`config.mk`:
```
export PLATFORM = sky130hd
export DESIGN_NAME = shift_pipe_ctrl
export DESIGN_NICKNAME = d
export VERILOG_FILES = /design/src/rtl/shift_pipe_ctrl_pkg.sv /design/src/rtl/shift_pipe_ctrl_shift_register.sv /design/src/rtl/shift_pipe_ctrl.sv
export SDC_FILE = /design/constraint.sdc
export NUM_CORES = 1
export LEC_CHECK = 0
export CORE_MARGIN = 2
export CORE_UTILIZATION = 30
export DETAILED_ROUTE_END_ITERATION = 12
export HOLD_SLACK_MARGIN = 0.08
export PLACE_DENSITY = 0.55
export SLEW_MARGIN = 10
export SYNTH_ARGS = -nofsm -noshare
export SYNTH_HDL_FRONTEND = slang
export SYNTH_HIERARCHICAL = 1
export SYNTH_SLANG_ARGS = --single-unit
```
`constraint.sdc`:
```
create_clock -name clk -period 4.2 [get_ports clk]
set_input_delay 0.63 -clock clk [delete_from_list [all_inputs] [get_ports clk]]
set_output_delay 0.63 -clock clk [all_outputs]
set_load 0.01 [all_outputs]
```
`src/rtl/shift_pipe_ctrl_pkg.sv`:
```
// Shared types and width helpers for the shift_pipe_ctrl delay-line controller.
// Each stage carries valid/last sideband next to its payload.
package shift_pipe_ctrl_pkg;

   typedef struct packed {
      logic vld;
      logic lst;
   } sr_ctrl_t;

   localparam sr_ctrl_t SR_CTRL_IDLE = '{vld: 1'b0, lst: 1'b0};

   // Bits needed to count 0..depth inclusive; never less than one bit.
   function automatic int occ_width(input int depth);
      int w;
      w = $clog2(depth + 1);
      return (w < 1) ? 1 : w;
   endfunction

endpackage

```
`src/rtl/shift_pipe_ctrl_shift_register.sv`:
```
// Enable-gated DEPTH-stage shift register; the low RESETW bits of every stage
// take the asynchronous reset, the remaining bits are reset-free.
module shift_register #(
   parameter int DATAW  = 8,
   parameter int RESETW = 0,
   parameter int DEPTH  = 4
) (
   input  logic             clk,
   input  logic             rst,
   input  logic             en,
   input  logic [DATAW-1:0] din,
   output logic [DATAW-1:0] dout
);

   genvar gi;
   generate
      for (gi = 0; gi < DEPTH; gi++) begin : g_stage
         logic [DATAW-1:0] d;
         logic [DATAW-1:0] q;

         if (gi == 0) begin : g_head
            assign d = din;
         end else begin : g_body
            assign d = g_stage[gi-1].q;
         end

         if (RESETW > 0) begin : g_rst
            logic [RESETW-1:0] lo_reg;
            always_ff @(posedge clk or posedge rst) begin
               if (rst) begin
                  lo_reg <= '0;
               end else if (en) begin
                  lo_reg <= d[RESETW-1:0];
               end
            end
            assign q[RESETW-1:0] = lo_reg;
         end

         if (RESETW < DATAW) begin : g_norst
            logic [DATAW-1:RESETW] hi_reg;
            always_ff @(posedge clk) begin
               if (en) begin
                  hi_reg <= d[DATAW-1:RESETW];
               end
            end
            assign q[DATAW-1:RESETW] = hi_reg;
         end
      end

      if (RESETW == 0) begin : g_no_reset
         logic unused_rst;
         assign unused_rst = rst;
      end
   endgenerate

   assign dout = g_stage[DEPTH-1].q;

endmodule

```
`src/rtl/shift_pipe_ctrl.sv`:
```
// Valid/ready controller for a fixed-depth enable-gated delay line: one shared
// shift enable moves data and sideband together; a full, stalled tail holds everything.
module shift_pipe_ctrl
   import shift_pipe_ctrl_pkg::*;
#(
   parameter  int DATAW = 8,
   parameter  int DEPTH = 4,
   localparam int OCCW  = occ_width(DEPTH)
) (
   input  logic             clk,
   input  logic             reset,
   input  logic             flush,
   input  logic             in_valid,
   input  logic [DATAW-1:0] in_data,
   input  logic             in_last,
   output logic             in_ready,
   output logic             out_valid,
   output logic [DATAW-1:0] out_data,
   output logic             out_last,
   input  logic             out_ready,
   output logic [OCCW-1:0]  occupancy,
   output logic             busy
);

   sr_ctrl_t [DEPTH-1:0] ctrl_reg;
   sr_ctrl_t             ctrl_in;
   logic [OCCW-1:0]      occ_reg;
   logic [OCCW-1:0]      occ_next;
   logic                 shift;
   logic                 push;
   logic                 pop;

   // Bubbles are kept in place; only a valid tail that is not being taken stalls.
   assign shift    = (~ctrl_reg[DEPTH-1].vld | out_ready) & ~flush;
   assign in_ready = shift & ~reset;
   assign push     = in_valid & shift;
   assign pop      = ctrl_reg[DEPTH-1].vld & shift;

   assign ctrl_in = '{vld: in_valid, lst: in_valid & in_last};

   always_ff @(posedge clk or posedge reset) begin
      if (reset) begin
         ctrl_reg <= {DEPTH{SR_CTRL_IDLE}};
      end else if (flush) begin
         ctrl_reg <= {DEPTH{SR_CTRL_IDLE}};
      end else if (shift) begin
         ctrl_reg[0] <= ctrl_in;
         for (int i = 1; i < DEPTH; i++) begin
            ctrl_reg[i] <= ctrl_reg[i-1];
         end
      end
   end

   assign occ_next = occ_reg + OCCW'(push) - OCCW'(pop);

   // A flush discards everything, including a beat handed off on the same edge.
   always_ff @(posedge clk or posedge reset) begin
      if (reset) begin
         occ_reg <= '0;
      end else if (flush) begin
         occ_reg <= '0;
      end else begin
         occ_reg <= occ_next;
      end
   end

   shift_register #(
      .DATAW (DATAW),
      .RESETW(0),
      .DEPTH (DEPTH)
   ) u_data (
      .clk (clk),
      .rst (reset),
      .en  (shift),
      .din (in_data),
      .dout(out_data)
   );

   assign out_valid = ctrl_reg[DEPTH-1].vld;
   assign out_last  = ctrl_reg[DEPTH-1].lst;
   assign occupancy = occ_reg;
   assign busy      = (occ_reg != '0);

endmodule

```
==> run summary <==
status - completed
drt via density - 3.97
Final setup viols - 0
mapped cell area - 1490 um2
RSZ-0062 raised after global routing - false
setup TNS - 0 ps
share of the synthesized area in the top cell type - 64.6%
CTS Buffer Depth - 2
Max Cap Viol - 0
Yosys cell types - 20
Synth Area per Inst - 17.3 um2
antenna violations before repair - 0
FILL cells - 454
synth top area cells - edfxtp_1 (65%), dfrtp_1 (19%), nand2_1 (3.5%), a21oi_1 (2.4%), ha_1 (1.7%)
Fmax - 361 MHz
Min Hold Slack - 416 ps
core area - 4750 um2
worst skew pair latency - 280 ps
count of pins over their slew limit - 0
n_diodes - 0
clock sinks - 43
DR top layer - met4
minimum clock period - 2770 ps
GRT Residual Overflow - 0
antenna viol nets, final - 0
Die Area - 5530 um2
I/O Buffers - 28
PD cells - 412 nW/um2
Slew headroom - 67.2%
RePlAce Congestion - 0.638
Crit Path Max Fanout - 14
area delta synth->final - 29.6%
Tcrit/Tclk final - 66.0%
I/O pins - 29
CTS Hold Buffers Added - 0
vias in the first global route - 777
total CTS buffers - 5
Post-CTS Setup Inserts - 0
Die W - 74.4 um
largest net degree at the start of global routing - 33
DPL Wire Length - 1410 um
total wire length - 2040 um
Nets - 137
#FFs+latches synth - 43
Crit Path Category - primary input to flip-flop
DR pass1 iterations - 4
DRT iter0 DRCs - 46
via count - 746
first-pass GRT wire length - 3310 um
met3 routed WL - 125 um
drc violations - 0
Least-Margin Pin Slew - 491 ps
Mapped Nets - 103
number of flip-flops in the largest register - 24
Hold Fails Final Rpt - 0
metal2 WL - 1070 um
Ys Warns - 6
post-CTS resize count - 0
Critical Path End Type - flip-flop
largest area contributor in the netlist - edfxtp_1
CTS H-tree depth - 2
static leakage - 0.719 nW
Site Rows - 25
Post-Synthesis Cells - 86
CP Launch Type - primary input
peak supply drop - 0.134 mV
per-cell routed wire length - 10.9 um
CTS tree - done
wl on met1 - 814 um
Worst-path clk slew - 80 ps
Die Y - 74.4 um
Seq/Total Area, Yosys - 83.2%
worst hold path type - flip-flop to flip-flop
GRT Overall Usage - 8.40%
Req. time, crit path - 4350 ps
CTS Root Cell - clkbuf_8
Data arrival, critical path - 2920 ps
layout cells sized above 1 - 9.09%
Clock Skews - 3.24 ps
initial core utilization - 31.3%
[worst max-delay path, stage by stage]
cell and delay, ps:
clkdlybuf4s50_1 770, and3b_1 240, ha_1 280, inv_1 50
ha_1 130, inv_1 50, fa_1 370, xor2_1 190
xnor2_1 150, nor2_1 60
[metrics by stage]
| stage | utilization (%) | std cells | instance area, um2 | worst slack (ps) | total power [mW] |
|---|---|---|---|---|---|
| after floorplan | - | 86 | 1490 | 1100 | 0.524 |
| after global placement | 38.7 | 180 | 1840 | 1240 | 0.559 |
| after detailed placement | 38.7 | 180 | 1840 | 1130 | 0.563 |
| after CTS | 40.5 | 188 | 1930 | 1440 | 0.806 |
| after global routing | 40.5 | 188 | 1930 | 1330 | 0.830 |
| final | 40.5 | 188 | 1930 | 1430 | 0.795 |
[logic make-up after synthesis]
logic type	synth area share, %
AO/OA/AOI/OAI	2.36
buffers and inverters	1.85
flip-flops	83.2
adder cells (fa/ha/maj)	3.03
AND/OR/NAND/NOR	8.42
XOR/XNOR	1.18
[cells in the mapped netlist]
library cell  number
a21oi_1            7
and3b_1            1
nand2_1           14
nand3_1            1
nor2b_1            1
xor2_1             1
buf_2              1
or2b_4             1
nor3_1             1
nor2_1             4
inv_1              3
dfrtp_1           11
xnor2_1            1
edfxtp_1          32
nor2_2             1
ha_1               2
nor2b_2            1
or3_1              1
fa_1               1
buf_6              1
[where the power goes]
group | total [mW] | leakage (nW) | internal, mW | switching [mW]
sequential | 0.491 | 0.462 | 0.483 | 0.00777
clock | 0.243 | 0.0412 | 0.116 | 0.127
combinational | 0.0612 | 0.216 | 0.0344 | 0.0267
[metal layers]
layer  GRT usage [%]  vias up
met4            5.36        0
li1                -      369
met3            4.34        2
met1            8.12      358
met5               0        -
met2            14.1       17
[area by class of cell]
type	count	area (um2)	area share, %
flip-flops and latches	43	1240	64.2
repair buffers	29	288	14.9
multi-input cells	38	223	11.6
well taps	67	83.8	4.35
clock buffers	6	72.6	3.77
clock inverters	2	12.5	0.649
inverters	3	11.3	0.584
[cells in the final DEF, fill, tap and decap left out]
master            n
xor2_1            1
inv_1             3
clkinvlp_4        1
dfrtp_1          11
nand3_1           1
or3_1             1
xnor2_1           1
clkdlybuf4s50_1  28
nor3_1            1
nand2_1          14
clkbuf_1          1
nor2_1            4
nor2b_1           1
clkinv_2          1
nor2b_2           1
a21oi_1           7
nor2_2            1
and3b_1           1
edfxtp_1         32
fa_1              1
or2b_4            1
ha_1              2
buf_4             1
clkbuf_8          5
[path summary, 6_finish.rpt]
| check | start | to | slack, ps | cells after the start |
|---|---|---|---|---|
| max in group asynchronous | reset | ctrl_reg[1]$_DFFE_PP0P_ | 3240 | 2 |
| max | flush | occupancy[2]$_DFF_PP0_ | 1430 | 10 |
| min | u_data/g_stage[1].g_norst.hi_reg[7]$_DFFE_PP_ | u_data/g_stage[2].g_norst.hi_reg[7]$_DFFE_PP_ | 420 | 0 |
| min in group asynchronous | reset | out_valid$_DFFE_PP0P_ | 670 | 2 |
| max reg2reg | out_valid$_DFFE_PP0P_ | occupancy[2]$_DFF_PP0_ | 1910 | 11 |
| min reg2reg | u_data/g_stage[1].g_norst.hi_reg[7]$_DFFE_PP_ | u_data/g_stage[2].g_norst.hi_reg[7]$_DFFE_PP_ | 420 | 0 |
(Power assumes the default switching activity.)
